<file path="config.mk">
export PLATFORM = sky130hd
export DESIGN_NAME = reveal_sched_flat
export DESIGN_NICKNAME = d
export VERILOG_FILES = /design/src/rtl/reveal_sched_if.sv /design/src/rtl/reveal_sched.sv /design/src/flat_wrapper.sv
export SDC_FILE = /design/constraint.sdc
export NUM_CORES = 1
export LEC_CHECK = 0
export ABC_AREA = 1
export CAP_MARGIN = 40
export CORE_MARGIN = 2
export CORE_UTILIZATION = 50
export CTS_BUF_LIST = sky130_fd_sc_hd__clkbuf_2
export DETAILED_ROUTE_END_ITERATION = 10
export GPL_ROUTABILITY_DRIVEN = 1
export PLACE_DENSITY_LB_ADDON = 0.2
export SYNTH_ARGS = -nofsm -noshare
export SYNTH_HDL_FRONTEND = slang
export SYNTH_SLANG_ARGS = --single-unit
</file>
<file path="constraint.sdc">
create_clock -name k -period 1.9 [get_ports k]
set_input_delay 0.19 -clock k [delete_from_list [all_inputs] [get_ports k]]
set_output_delay 0.19 -clock k [all_outputs]
set_load 0.02 [all_outputs]
</file>
<file path="src/rtl/reveal_sched_if.sv">
`default_nettype none
// ============================================================================
//  Module      : reveal_sched_if
//  Description : Bundle between the reveal scheduler, the frame timing
//                generator, the string ROM and the raster datapath.
//                  fe   - frame-end strobe (one cycle)
//                  en   - run enable
//                  ra   - string ROM read index (scheduler -> ROM)
//                  rc   - character at ra, same cycle (ROM -> scheduler)
//                  lim  - published count of visible characters
//                  top  - published index of the first character on row 0
//                  done - high while the full text is being held
//                Modport slave is the scheduler side; master is everything
//                around it.
//  Revision    : 1.0  initial release
// ============================================================================
interface reveal_sched_if #(
  parameter int AW = 8
);
  logic          fe;
  logic          en;
  logic [AW-1:0] ra;
  logic [7:0]    rc;
  logic [AW-1:0] lim;
  logic [AW-1:0] top;
  logic          done;

  modport master (output fe, en, rc, input ra, lim, top, done);
  modport slave  (input fe, en, rc, output ra, lim, top, done);
endinterface
`default_nettype wire

</file>
<file path="src/rtl/reveal_sched.sv">
`default_nettype none
// ============================================================================
//  Module      : reveal_sched
//  Description : Typewriter reveal scheduler. Once per frame decides how many
//                characters of the source string are visible (lim) and which
//                index starts screen row 0 (top). Both outputs only change on
//                an accepted frame-end strobe.
//  Ports       : k      - pixel clock, all logic on its rising edge
//                rst_n  - synchronous active-low reset
//                bus    - reveal_sched_if.slave (fe, en, ra, rc, lim, top, done)
//  Config      : REVEAL_SCROLL_EN - when defined, newlines are counted and the
//                text scrolls by whole lines once ROWS lines are full. When
//                undefined, top is tied to 0 and overflow falls off screen.
//  Revision    : 1.0  initial release
// ============================================================================
module reveal_sched #(
  parameter int N    = 161,
  parameter int FPC  = 2,
  parameter int HOLD = 120,
  parameter int ROWS = 53,
  parameter int AW   = $clog2(N + 1)
) (
  input  wire logic     k,
  input  wire logic     rst_n,
  reveal_sched_if.slave bus
);

  localparam int FCW = (FPC  > 1) ? $clog2(FPC)  : 1;
  localparam int HCW = (HOLD > 1) ? $clog2(HOLD) : 1;

  localparam logic [1:0] S_TYPE = 2'd0;
  localparam logic [1:0] S_HOLD = 2'd2;

  localparam logic [7:0] NEWLINE = 8'd88;

  if (N < 1 || FPC < 1 || HOLD < 1 || ROWS < 1) begin : g_cfg_bad
    $error("reveal_sched: N, FPC, HOLD and ROWS must all be at least 1");
  end

  logic [1:0]     state_q, state_d;
  logic [AW-1:0]  wl_q, wl_d;
  logic [FCW-1:0] fc_q, fc_d;
  logic [HCW-1:0] hc_q, hc_d;
  logic [AW-1:0]  lim_q, lim_d;
  logic           done_q, done_d;
  logic           take;
  logic [AW-1:0]  wl_inc;

  // wl never passes N: reaching N moves to HOLD before another increment.
  assign wl_inc = (wl_q == AW'(N)) ? wl_q : wl_q + AW'(1);

`ifdef REVEAL_SCROLL_EN
  localparam int LNW = $clog2(ROWS + 1);
  localparam logic [1:0] S_SCAN = 2'd1;

  logic [AW-1:0]  wt_q, wt_d;
  logic [AW-1:0]  top_q, top_d;
  logic [AW-1:0]  sp_q, sp_d;
  logic [LNW-1:0] ln_q, ln_d;
  logic           pend_q, pend_d;
  logic [LNW-1:0] ln_new;

  assign bus.ra  = (state_q == S_SCAN) ? sp_q : wl_q;
  assign bus.top = top_q;
`else
  assign bus.ra  = wl_q;
  assign bus.top = '0;
`endif

  assign bus.lim  = lim_q;
  assign bus.done = done_q;

  always_comb begin
    state_d = state_q;
    wl_d    = wl_q;
    fc_d    = fc_q;
    hc_d    = hc_q;
    lim_d   = lim_q;
    take    = 1'b0;
    done_d  = (state_q == S_HOLD);
`ifdef REVEAL_SCROLL_EN
    wt_d    = wt_q;
    top_d   = top_q;
    sp_d    = sp_q;
    ln_d    = ln_q;
    pend_d  = pend_q;
    ln_new  = ln_q;
`endif

    if (bus.en) begin
      case (state_q)
        S_TYPE: begin
`ifdef REVEAL_SCROLL_EN
          // A strobe deferred during SCAN is handled here as if it just arrived.
          take   = bus.fe | pend_q;
          pend_d = 1'b0;
`else
          take   = bus.fe;
`endif
          if (take) begin
            lim_d = wl_q;
`ifdef REVEAL_SCROLL_EN
            top_d = wt_q;
`endif
            if (fc_q == FCW'(FPC - 1)) begin
              fc_d = '0;
              wl_d = wl_inc;
`ifdef REVEAL_SCROLL_EN
              // rc is the character at ra=wl, i.e. the one being revealed now.
              if (bus.rc == NEWLINE && ln_q != LNW'(ROWS))
                ln_new = ln_q + LNW'(1);
              ln_d = ln_new;
`endif
              if (wl_inc == AW'(N)) begin
                state_d = S_HOLD;
                hc_d    = '0;
              end
`ifdef REVEAL_SCROLL_EN
              else if (ln_new == LNW'(ROWS)) begin
                state_d = S_SCAN;
                sp_d    = wt_q;
              end
`endif
            end else begin
              fc_d = fc_q + FCW'(1);
            end
          end
        end

`ifdef REVEAL_SCROLL_EN
        S_SCAN: begin
          if (bus.fe)
            pend_d = 1'b1;
          if (bus.rc == NEWLINE) begin
            // Drop the first visible line: row 0 now starts after this newline.
            wt_d    = sp_q + AW'(1);
            ln_d    = LNW'(ROWS - 1);
            state_d = S_TYPE;
          end else if (sp_q + AW'(1) >= wl_q) begin
            // No newline before the reveal point; keep top where it is.
            ln_d    = LNW'(ROWS - 1);
            state_d = S_TYPE;
          end else if (sp_q != AW'(N - 1)) begin
            sp_d = sp_q + AW'(1);
          end
        end
`endif

        S_HOLD: begin
          if (bus.fe) begin
            lim_d = wl_q;
`ifdef REVEAL_SCROLL_EN
            top_d = wt_q;
`endif
            if (hc_q == HCW'(HOLD - 1)) begin
              wl_d    = '0;
              fc_d    = '0;
              state_d = S_TYPE;
`ifdef REVEAL_SCROLL_EN
              wt_d    = '0;
              ln_d    = '0;
`endif
            end else begin
              hc_d = hc_q + HCW'(1);
            end
          end
        end

        default: state_d = S_TYPE;
      endcase
    end
  end

  always_ff @(posedge k) begin
    if (!rst_n) begin
      state_q <= S_TYPE;
      wl_q    <= '0;
      fc_q    <= '0;
      hc_q    <= '0;
      lim_q   <= '0;
      done_q  <= 1'b0;
`ifdef REVEAL_SCROLL_EN
      wt_q    <= '0;
      top_q   <= '0;
      sp_q    <= '0;
      ln_q    <= '0;
      pend_q  <= 1'b0;
`endif
    end else begin
      state_q <= state_d;
      wl_q    <= wl_d;
      fc_q    <= fc_d;
      hc_q    <= hc_d;
      lim_q   <= lim_d;
      done_q  <= done_d;
`ifdef REVEAL_SCROLL_EN
      wt_q    <= wt_d;
      top_q   <= top_d;
      sp_q    <= sp_d;
      ln_q    <= ln_d;
      pend_q  <= pend_d;
`endif
    end
  end

endmodule
`default_nettype wire

</file>
<file path="src/flat_wrapper.sv">
// flat-port wrapper written by rule: the top's interface ports become plain ports
module reveal_sched_flat 
#(
  parameter int N    = 161,
  parameter int FPC  = 2,
  parameter int HOLD = 120,
  parameter int ROWS = 53,
  parameter int AW   = $clog2(N + 1)
)
  (k, rst_n, bus_fe, bus_en, bus_rc, bus_ra, bus_lim, bus_top, bus_done);
  reveal_sched_if #(.AW(AW)) bus_i ();
  input  wire logic k;
  input  wire logic rst_n;
  input wire logic [$bits(bus_i.fe)-1:0] bus_fe;
  input wire logic [$bits(bus_i.en)-1:0] bus_en;
  input wire logic [$bits(bus_i.rc)-1:0] bus_rc;
  output wire logic [$bits(bus_i.ra)-1:0] bus_ra;
  output wire logic [$bits(bus_i.lim)-1:0] bus_lim;
  output wire logic [$bits(bus_i.top)-1:0] bus_top;
  output wire logic [$bits(bus_i.done)-1:0] bus_done;
  assign bus_i.fe = bus_fe;
  assign bus_i.en = bus_en;
  assign bus_i.rc = bus_rc;
  assign bus_ra = bus_i.ra;
  assign bus_lim = bus_i.lim;
  assign bus_top = bus_i.top;
  assign bus_done = bus_i.done;
  reveal_sched #(.N(N), .FPC(FPC), .HOLD(HOLD), .ROWS(ROWS), .AW(AW)) u_core (.k(k), .rst_n(rst_n), .bus(bus_i));
endmodule
</file>
* After elaboration in Yosys (flattened, before gate mapping)
Cells that the tools add are included. W data, S select, Z words.
Storage, ports and cells: output and inout bits 25, input bits 12, register bits 27
Operators by class: reductions and logical operators 8, equal/unequal tests 10, mux-type cells 23, add/sub/neg operators 3
Operators by type and width (count):
- $mux W8 | 5
- $mux W7 | 5
- $eq A8 B8 Y1 const B | 2
- $pmux W8 S2 | 1
- $pmux W7 S2 | 1
- $reduce_and A6 Y1 | 2
- $mux W2 | 5
- $add A8 B1 Y8 const B | 1
- $ne A2 B2 Y1 const B | 4
- $add A7 B1 Y7 const B | 1
- $eq A7 B7 Y1 const B | 1
- $reduce_and A7 Y1 | 1
- $reduce_and A5 Y1 | 1
- $mux W1 | 4
- $ne A2 B1 Y1 const B | 2
- $pmux W2 S2 | 1
- $reduce_and A3 Y1 | 1
- $eq A2 B2 Y1 const B | 1
- $logic_not A2 Y1 | 1
- $pmux W1 S2 | 1
- $reduce_bool A2 Y1 | 1
- $reduce_or A2 Y1 | 1
- $add A1 B1 Y1 const B | 1

* Depth between registers and ports, before layout
Gate-level depths: netlist (run 1).
depth after elaboration 7, depth in mapped cells 15, gate-level depth less buffers 15

* Least setup slack after synthesis (run 1)
OpenSTA, ideal clock, no wires.
path type register to register, start point register u_core.wl_q[0], in the netlist u_core.bus.ra[0], end point register u_core.hc_q[0], data arrival time 1661 ps, cell stages (with the launch flop) 13, slack 126 ps, buffers on the path 0, path through dfxtp_1 -> ha_1 -> nand3_2 -> nor2_1 -> nor2_1 -> nor2_2 -> nand2_1 -> nor2_2 -> nand2_2 -> nand2_4 -> nand2_4 -> o21ai_1 -> inv_1
On the way: word-level cells in the longest chain between the ends 5, elaborated cells on any way between the ends 6, those cells by class 1 x add/sub; 3 x eq/ne; 1 x mux; 1 x reduce/logical
Ends and longest elaborated chain:
- from (decl) | RTL line reveal_sched.sv:41 | logic [AW-1:0] wl_q, wl_d;
- from (signal assigned) | RTL line reveal_sched.sv:191 | wl_q <= wl_d;
- $add A8 B1 Y8 / $eq A8 B8 Y1 (equally long branches) | RTL line reveal_sched.sv:50 | assign wl_inc = (wl_q == AW'(N)) ? wl_q : wl_q + AW'(1);
- $mux W8 (*) | RTL line reveal_sched.sv:50
- $eq A8 B8 Y1 (*) | RTL line reveal_sched.sv:114 | if (wl_inc == AW'(N)) begin
- $ne A2 B1 Y1 (no line) (*)
- $reduce_and A7 Y1 (no line) (*)
- to (signal assigned) | RTL line reveal_sched.sv:179 | hc_q <= '0;
- to (signal assigned) | RTL line reveal_sched.sv:193 | hc_q <= hc_d;
- to (decl) | RTL line reveal_sched.sv:43 | logic [HCW-1:0] hc_q, hc_d;
Every way passes the cells marked *; elsewhere a longest branch is shown, timed or not. A chain may end at the register's enable or synchronous reset.

* Final worst setup path (run 1)
start point register u_core.wl_q[2], in the netlist u_core.bus.ra[2], end point output port bus_ra[2]
RTL lines:
- to (decl) | RTL line flat_wrapper.sv:17 | output wire logic [$bits(bus_i.ra)-1:0] bus_ra;
No word-level cell between the ends.

==> results of run 1 <==
==> metrics by stage <==
step | instance area [sq um] | util (%) | power [uW]
after CTS | 1660 | 60.6 | 880
after floorplan | 1450 | - | 656
after global routing | 1660 | 60.9 | 907
final | 1660 | 60.9 | 885
after detailed placement | 1640 | 60.0 | 684
after global placement | 1640 | 60.0 | 681
==> layout make-up <==
class	instances	share of cell area (%)
clock buffers	3	0.902
inverters	26	5.86
multi-input cells	148	45.2
flip-flops and latches	26	31.4
well taps	31	2.33
repair buffers	25	14.3
==> kinds of logic after synthesis <==
kind of cell               count (synthesis)  synth area share (%)
other                                      1                 0.264
AOI/OAI and AO/OA                         37                  13.7
buffers and inverters                     38                  12.5
adders and majority gates                  3                  2.65
DFF                                       26                  36.7
and+or+nand+nor                           98                  33.0
xor gates and xnor gates                   2                  1.23
==> worst register-to-register path, stage by stage, from the launching register on <==
cell,delay [ps]
sky130_fd_sc_hd__dfxtp_2,440
sky130_fd_sc_hd__ha_1,250
sky130_fd_sc_hd__nand3_2,120
sky130_fd_sc_hd__nor2_1,120
sky130_fd_sc_hd__nor2_1,50
sky130_fd_sc_hd__nor2_2,110
sky130_fd_sc_hd__nand2_1,80
sky130_fd_sc_hd__nor2_2,90
sky130_fd_sc_hd__nand2_2,70
sky130_fd_sc_hd__nand2_4,120
sky130_fd_sc_hd__nand2_4,80
sky130_fd_sc_hd__o21ai_1,120
sky130_fd_sc_hd__inv_1,50
==> routing by layer <==
layer / track usage (%) / up-vias
li1: - / 700
met1: 25.9 / 635
met2: 35.3 / 44
met3: 2.04 / 2
met4: 6.31 / 0
met5: 0 / -
==> repair_timing <==
| action | 4_1_cts | 5_1_grt |
|---|---|---|
| hold endpoints to repair | 0 | 0 |
| gates resized for setup | 0 | 3 |
| hold buffers | 0 | 0 |
| setup endpoints to repair | 0 | 7 |
==> report_power, final <==
group	leakage, uW	internal, uW	total, uW	switching, uW
combinational	0.000488	39.9	108	67.9
sequential	0.000212	560	566	6.40
clock	0.0000125	42.9	211	168
total	0.000712	643	885	242
==> worst paths after layout <==
kind / start / endpoint / slack, ps / cells past startpoint
max: u_core.bus.ra[2] / bus_ra[2] / 130 / 1
min: rst_n / u_core.bus.ra[0] / 440 / 3
max reg2reg: u_core.bus.ra[0] / u_core.hc_q[0] / 140 / 12
min reg2reg: u_core.hc_q[1] / u_core.hc_q[1] / 510 / 2
==> registers in the layout, indices dropped and copies added (netlist names) <==
| register | count |
|---|---|
| u_core.bus.lim | 8 |
| u_core.bus.ra | 8 |
| u_core.hc_q | 7 |
| u_core.bus.done | 1 |
| u_core.fc_q | 1 |
| u_core.state_q | 1 |
==> cells in the final DEF (no fill, tap or decap), types with 3 or more instances in the layout <==
cell type                          n
sky130_fd_sc_hd__clkbuf_2          3
sky130_fd_sc_hd__a21oi_1          17
sky130_fd_sc_hd__nor3_1            3
sky130_fd_sc_hd__nor2_2            3
sky130_fd_sc_hd__nor2_1           22
sky130_fd_sc_hd__nand2_1          39
sky130_fd_sc_hd__o21ai_0          11
sky130_fd_sc_hd__nand2_4           3
sky130_fd_sc_hd__nand3_1          15
sky130_fd_sc_hd__o22ai_1           7
sky130_fd_sc_hd__dfxtp_1          24
sky130_fd_sc_hd__buf_4             5
sky130_fd_sc_hd__inv_1            23
sky130_fd_sc_hd__nand2_2           4
sky130_fd_sc_hd__inv_2             3
sky130_fd_sc_hd__ha_1              3
sky130_fd_sc_hd__clkdlybuf4s50_1  20
sky130_fd_sc_hd__conb_1            8
==> results by group, run 1 <==
Routing
  – Routed wire per std cell: 12.1 microns
  – Via density per instance: 5.33
  – Detailed route wirelength on metal2: 1.54 mm
  – DRC marker count from the first detailed-route iteration: 60
  – Post-Route M1 WL: 1.42 mm
  – Overall via count from detail_route: 1,381
  – Detail Route met3 WL: 158 microns
  – DRC violations left: 0
  – Number of routed nets with antenna violations: 0
  – Detailed-router iteration count before antenna repair: 4
  – Uppermost layer routed: met4
  – Total Routed Length: 3.15 mm

Global route
  – Total track usage: 20.1%
  – Initial antenna violation count: 0
  – Number of global-route vias before repair: 1,267
  – Wire length of the first global-routing pass: 5.33 mm
  – Pin count of the biggest net entering global routing: 18
  – Remaining global-route overflow: 0

Worst setup path
  – Required time of the critical path: 1710 ps
  – Data arrival time of the worst path: 1580 ps
  – Cells along the critical path: clkdlybuf4s50_1
  – Cell family contributing the most delay on the critical path: buffers and inverters
  – Max stage delay cell, worst path: sky130_fd_sc_hd__clkdlybuf4s50_1
  – Number of buffers and inverters on the critical path: 1
  – Critical Setup Path Class: register to output pin
  – Max Fanout on Critical Path: 6
  – Max incr delay on CP: 660 ps
  – Element type at the critical path start: register
  – Endpoint kind of the worst setup timing path: output pin

Layout
  – Layout cells sized above 1: 11.8%
  – Area growth, synth to finish: 17.3%
  – Nets: 245
  – Final-layout fill cell count: 259
  – Final Non-Filler Cells: 259
  – Register Area: 523 sq um
  – Multi-input combinational cell area: 752 sq um
  – Diodes inserted: 0

STA
  – Setup Viol. Count Final: 0
  – Post-layout min period: 1770 ps
  – Share of the clock period used by the worst path after layout: 93.0%
  – Max Transition Viols Final: 0
  – Maximum clock frequency: 566 MHz
  – Final hold slack: 441 ps
  – Unrepaired setup endpoints after global routing: no
  – Skew final: 4.42 ps
  – Smallest setup slack after layout: 133 ps
  – Final setup TNS: 0 ps
  – Number of hold-slack violations in the final timing report: 0

Synth
  – Synth Instances: 205
  – Sequential area share after synthesis: 36.7%
  – Number of synthesized flops with an enable pin: 0
  – Most instantiated library cell after synthesis: sky130_fd_sc_hd__nand2_1
  – Proportion of netlist area held by the largest area contributor: 36.7%
  – Async SR Flop Fraction: 0%
  – Cell types occupying the most area after synthesis: sky130_fd_sc_hd__dfxtp_1, sky130_fd_sc_hd__nand2_1, sky130_fd_sc_hd__inv_1, sky130_fd_sc_hd__a21oi_1, sky130_fd_sc_hd__nor2_1
  – Cell type with the highest aggregate area in the netlist: sky130_fd_sc_hd__dfxtp_1
  – Synth Register Bits: 26
  – Synth unique cells: 25
  – Main synth FF type: sky130_fd_sc_hd__dfxtp_1
  – Total standard cell area after synthesis: 1420 sq um
  – Synth top cells by count: sky130_fd_sc_hd__nand2_1, sky130_fd_sc_hd__dfxtp_1, sky130_fd_sc_hd__inv_1, sky130_fd_sc_hd__nor2_1, sky130_fd_sc_hd__a21oi_1
  – Post-Syn Area per Cell: 6.92 sq um
  – Warning count from the yosys run: 0

CTS
  – Master cell of the clock root buffer: sky130_fd_sc_hd__clkbuf_2
  – Clock transition time at the flip-flop clock pins of the worst setup and hold paths: 240 ps
  – Clock insertion delay at the later pin of the skew report: 360 ps
  – Total CTS buffers: 3
  – Deepest level of the CTS H-tree: 1
  – Post-CTS setup buffer count: 0
  – TritonCTS clock tree: built
  – Clock Sinks: 26
  – Bufs on Longest Clock Path: 2

Floorplan
  – Core Rows: 19
  – Y dimension of the die: 57.3 microns
  – Area of the die: 3280 sq um
  – Initial Utilization: 51.9%
  – Top-level I/O count: 37
  – Core Region: 2730 sq um
  – Die X: 57.3 microns

Pwr
  – Highest ir drop seen on vdd: 0.444 mV
  – Leakage power figure: 0.000712 uW
  – Cell area power density: 532 nW/um^2

Status
  – Result of the run: completed

Run
  – Max-capacitance violation count: 0

Place
  – Number of instances in the placed design: 256
  – Number of buffers added on ports: 20
  – Placement Setup Slack: 114 ps
  – Hpwl dp: 2.37 mm
  – Routability cong.: 0.791

Worst hold path
  – Path class of the lowest-slack min-delay path: input pin to register
No activity file was read; power rests on OpenSTA's default activity.
==> run 2, diff against run 1 <==
--- a/config.mk
+++ b/config.mk
@@ -13,6 +13,8 @@
 export DETAILED_ROUTE_END_ITERATION = 10
 export GPL_ROUTABILITY_DRIVEN = 1
 export PLACE_DENSITY_LB_ADDON = 0.2
+export SKIP_CTS_REPAIR_TIMING = 1
 export SYNTH_ARGS = -nofsm -noshare
 export SYNTH_HDL_FRONTEND = slang
 export SYNTH_SLANG_ARGS = --single-unit
+export TNS_END_PERCENT = 30
==> results of run 2 <==
The final DEF is identical to that of run 1; final timing and power are the same.
==> run 3, diff against run 2 <==
--- a/config.mk
+++ b/config.mk
@@ -7,11 +7,14 @@
 export LEC_CHECK = 0
 export ABC_AREA = 1
 export CAP_MARGIN = 40
+export CELL_PAD_IN_SITES_DETAIL_PLACEMENT = 1
+export CELL_PAD_IN_SITES_GLOBAL_PLACEMENT = 1
 export CORE_MARGIN = 2
-export CORE_UTILIZATION = 50
+export CORE_UTILIZATION = 35
 export CTS_BUF_LIST = sky130_fd_sc_hd__clkbuf_2
 export DETAILED_ROUTE_END_ITERATION = 10
 export GPL_ROUTABILITY_DRIVEN = 1
+export GPL_TIMING_DRIVEN = 0
 export PLACE_DENSITY_LB_ADDON = 0.2
 export SKIP_CTS_REPAIR_TIMING = 1
 export SYNTH_ARGS = -nofsm -noshare
==> run 3 against run 2 <==
Effect of this change: sequential power barely moved; clock skew rose by 12 ps; critical path depth rose by 13; via count fell by 0.80%; worst hold slack got worse by 290 ps; register-to-register slack got worse by 20 ps; final cell count rose by 10%; final area rose by 5.8%; combinational power rose by 16%; non-clock buffer count rose by 8; count of clock-buffer cells in the layout did not move; highest routed layer unchanged.
==> results by group, run 3 (synthesized netlist as in run 1, its figures left out) <==
Status
  – Result of the run: completed

Routing
  – Post-Route M1 WL: 1.86 mm (+31%)
  – Number of routed nets with antenna violations: 0 (unchanged)
  – Detailed route wirelength on metal2: 1.65 mm (+7.0%)
  – DRC marker count from the first detailed-route iteration: 81 (+35%)
  – Uppermost layer routed: met4
  – Routed wire per std cell: 12.8 microns (+5.8%)
  – Via density per instance: 4.79 (-10%)
  – Detail Route met3 WL: 147 microns (-7.0%)
  – Total Routed Length: 3.67 mm (+17%)
  – DRC violations left: 0 (unchanged)
  – Overall via count from detail_route: 1,370 (-0.80%)
  – Detailed-router iteration count before antenna repair: 4 (unchanged)

Global route
  – Initial antenna violation count: 0 (unchanged)
  – Total track usage: 17.1% (-3.0 points)
  – Wire length of the first global-routing pass: 5.92 mm (+11%)
  – Remaining global-route overflow: 0 (unchanged)
  – Number of global-route vias before repair: 1,273 (+0.47%)
  – Pin count of the biggest net entering global routing: 14 (-4)

Pwr
  – Switching Fraction: 27.8% (+0.41 points)
  – Cell area power density: 512 nW/um^2 (-3.6%)
  – Share of power burned in registers: 62.5% (-1.5 points)
  – Logic gate share of total power: 13.8% (+1.6 points)
  – Switching power of the nets: 251 uW (+3.5%)
  – Leakage power figure: 0.000752 uW (+5.6%)
  – Cell internal pwr: 652 uW (+1.4%)
  – Clock share of power: 23.7% (about the same)
  – Highest ir drop seen on vdd: 0.290 mV (-35%)

Floorplan
  – Die X: 67.7 microns (+18%)
  – Top-level I/O count: 37 (unchanged)
  – Initial Utilization: 36.0% (-16 points)
  – Area of the die: 4580 sq um (+40%)
  – Core Region: 3940 sq um (+44%)
  – Y dimension of the die: 67.7 microns (+18%)
  – Core Rows: 23 (+4)

Worst setup path
  – Max stage delay cell, worst path: sky130_fd_sc_hd__dfxtp_4
  – Cells along the critical path: buf_12 -> ha_1 -> inv_1 -> nor2_4 -> nand2_4 -> nand2_1 -> nand2_1 -> nand2_1 -> nor2_2 -> nand2_2 -> nand2_4 -> nand2_4 -> o21ai_1 -> inv_1
  – Endpoint kind of the worst setup timing path: register
  – Data arrival time of the worst path: 2080 ps (+500 ps)
  – Element type at the critical path start: register
  – Critical Setup Path Class: register to register
  – Max Fanout on Critical Path: 9 (+3)
  – Required time of the critical path: 2200 ps (+490 ps)
  – Max incr delay on CP: 420 ps (-240 ps)

STA
  – Max Transition Viols Final: 0 (unchanged)
  – Unrepaired setup endpoints after global routing: no
  – Share of the clock period used by the worst path after layout: 93.5% (+0.54 points)
  – Skew final: 16.0 ps (+11.6 ps)
  – Setup Viol. Count Final: 0 (unchanged)
  – Maximum clock frequency: 563 MHz (-0.58%)
  – Final setup TNS: 0 ps (unchanged)
  – Post-layout min period: 1780 ps (+10.3 ps)
  – Number of hold-slack violations in the final timing report: 0 (unchanged)

Layout
  – Most common cell after layout, fill and taps aside: sky130_fd_sc_hd__nand2_1
  – Nets: 253 (+3.3%)
  – Final Cell Area: 1760 sq um (+5.8%)
  – Final-layout fill cell count: 530 (+100%)
  – Diodes inserted: 0 (unchanged)
  – Most frequent cells in the layout: sky130_fd_sc_hd__nand2_1, sky130_fd_sc_hd__inv_1, sky130_fd_sc_hd__nor2_1, sky130_fd_sc_hd__dfxtp_1, sky130_fd_sc_hd__clkdlybuf4s50_1
  – Area growth, synth to finish: 24.1%
  – Layout cells sized above 1: 16.1% (+4.3 points)

CTS
  – Deepest level of the CTS H-tree: 1 (unchanged)
  – Master cell of the clock root buffer: sky130_fd_sc_hd__clkbuf_2
  – Clock transition time at the flip-flop clock pins of the worst setup and hold paths: 260 ps (+20 ps)
  – Clock Sinks: 26 (unchanged)
  – Clock insertion delay at the later pin of the skew report: 360 ps (about the same)
  – Bufs on Longest Clock Path: 2 (unchanged)
  – TritonCTS clock tree: built
  – Total CTS buffers: 3 (unchanged)

Place
  – Number of buffers added on ports: 19 (-5.0%)
  – Area after DPL: 1700 sq um (+3.4%)
  – Hpwl dp: 2.74 mm (+16%)
  – Routability cong.: 0.761 (-3.8%)

Worst hold path
  – Path class of the lowest-slack min-delay path: input pin to register

Run
  – Max-capacitance violation count: 0 (unchanged)
run 3: cell type report:
class	instances	area, sq um	share of cell area (%)
tap	50	62.6	3.55
multi-input combinational	148	757	43.0
buffer	12	80.1	4.55
inverter	26	97.6	5.54
clock buffer	3	15.0	0.853
sequential	26	531	30.1
timing repair buffer	21	218	12.4
run 3: critical path, delay by kind of cell, from the launching register on:
family,cells,cell delay [ps]
simple gates,9,740
fa+ha+maj,1,180
compound gates,1,130
flops,1,420
buf+inv,3,250
run 3: stage by stage:
step | hold slack [ps] | std cells | setup WS, ps | total power, uW | utilization (%)
floorplan | 452 | 212 | 126 | 656 | -
global placement | 471 | 281 | -40.6 | 693 | 43.1
detailed placement | 482 | 281 | -52.9 | 695 | 43.1
CTS | 142 | 284 | -84.3 | 906 | 43.4
global route | 150 | 286 | 0.491 | 947 | 44.7
finish | 148 | 286 | 123 | 902 | 44.7
run 3: path summary, 6_finish.rpt:
| check | start | endpoint | slack [ps] | depth (start not counted) |
|---|---|---|---|---|
| setup / recovery | u_core.bus.ra[0] | u_core.hc_q[0] | 120 | 14 |
| setup reg to reg | u_core.bus.ra[0] | u_core.hc_q[0] | 120 | 14 |
| hold reg to reg | u_core.hc_q[1] | u_core.hc_q[1] | 520 | 2 |
| hold / removal | rst_n | u_core.bus.done | 150 | 3 |
run 3: metal layers:
layer  track usage [%]  vias up
met2              26.2       27
met4              4.59        0
met5                 0        -
met3              2.50        2
li1                  -      711
met1              24.8      630
run 3: power groups by stage:
stage	registers [uW]	logic [uW]	clock network [uW]
finish	564	125	214
global placement	577	116	0
CTS	567	118	220
floorplan	590	66.1	0
detailed placement	577	118	0
global route	566	137	244
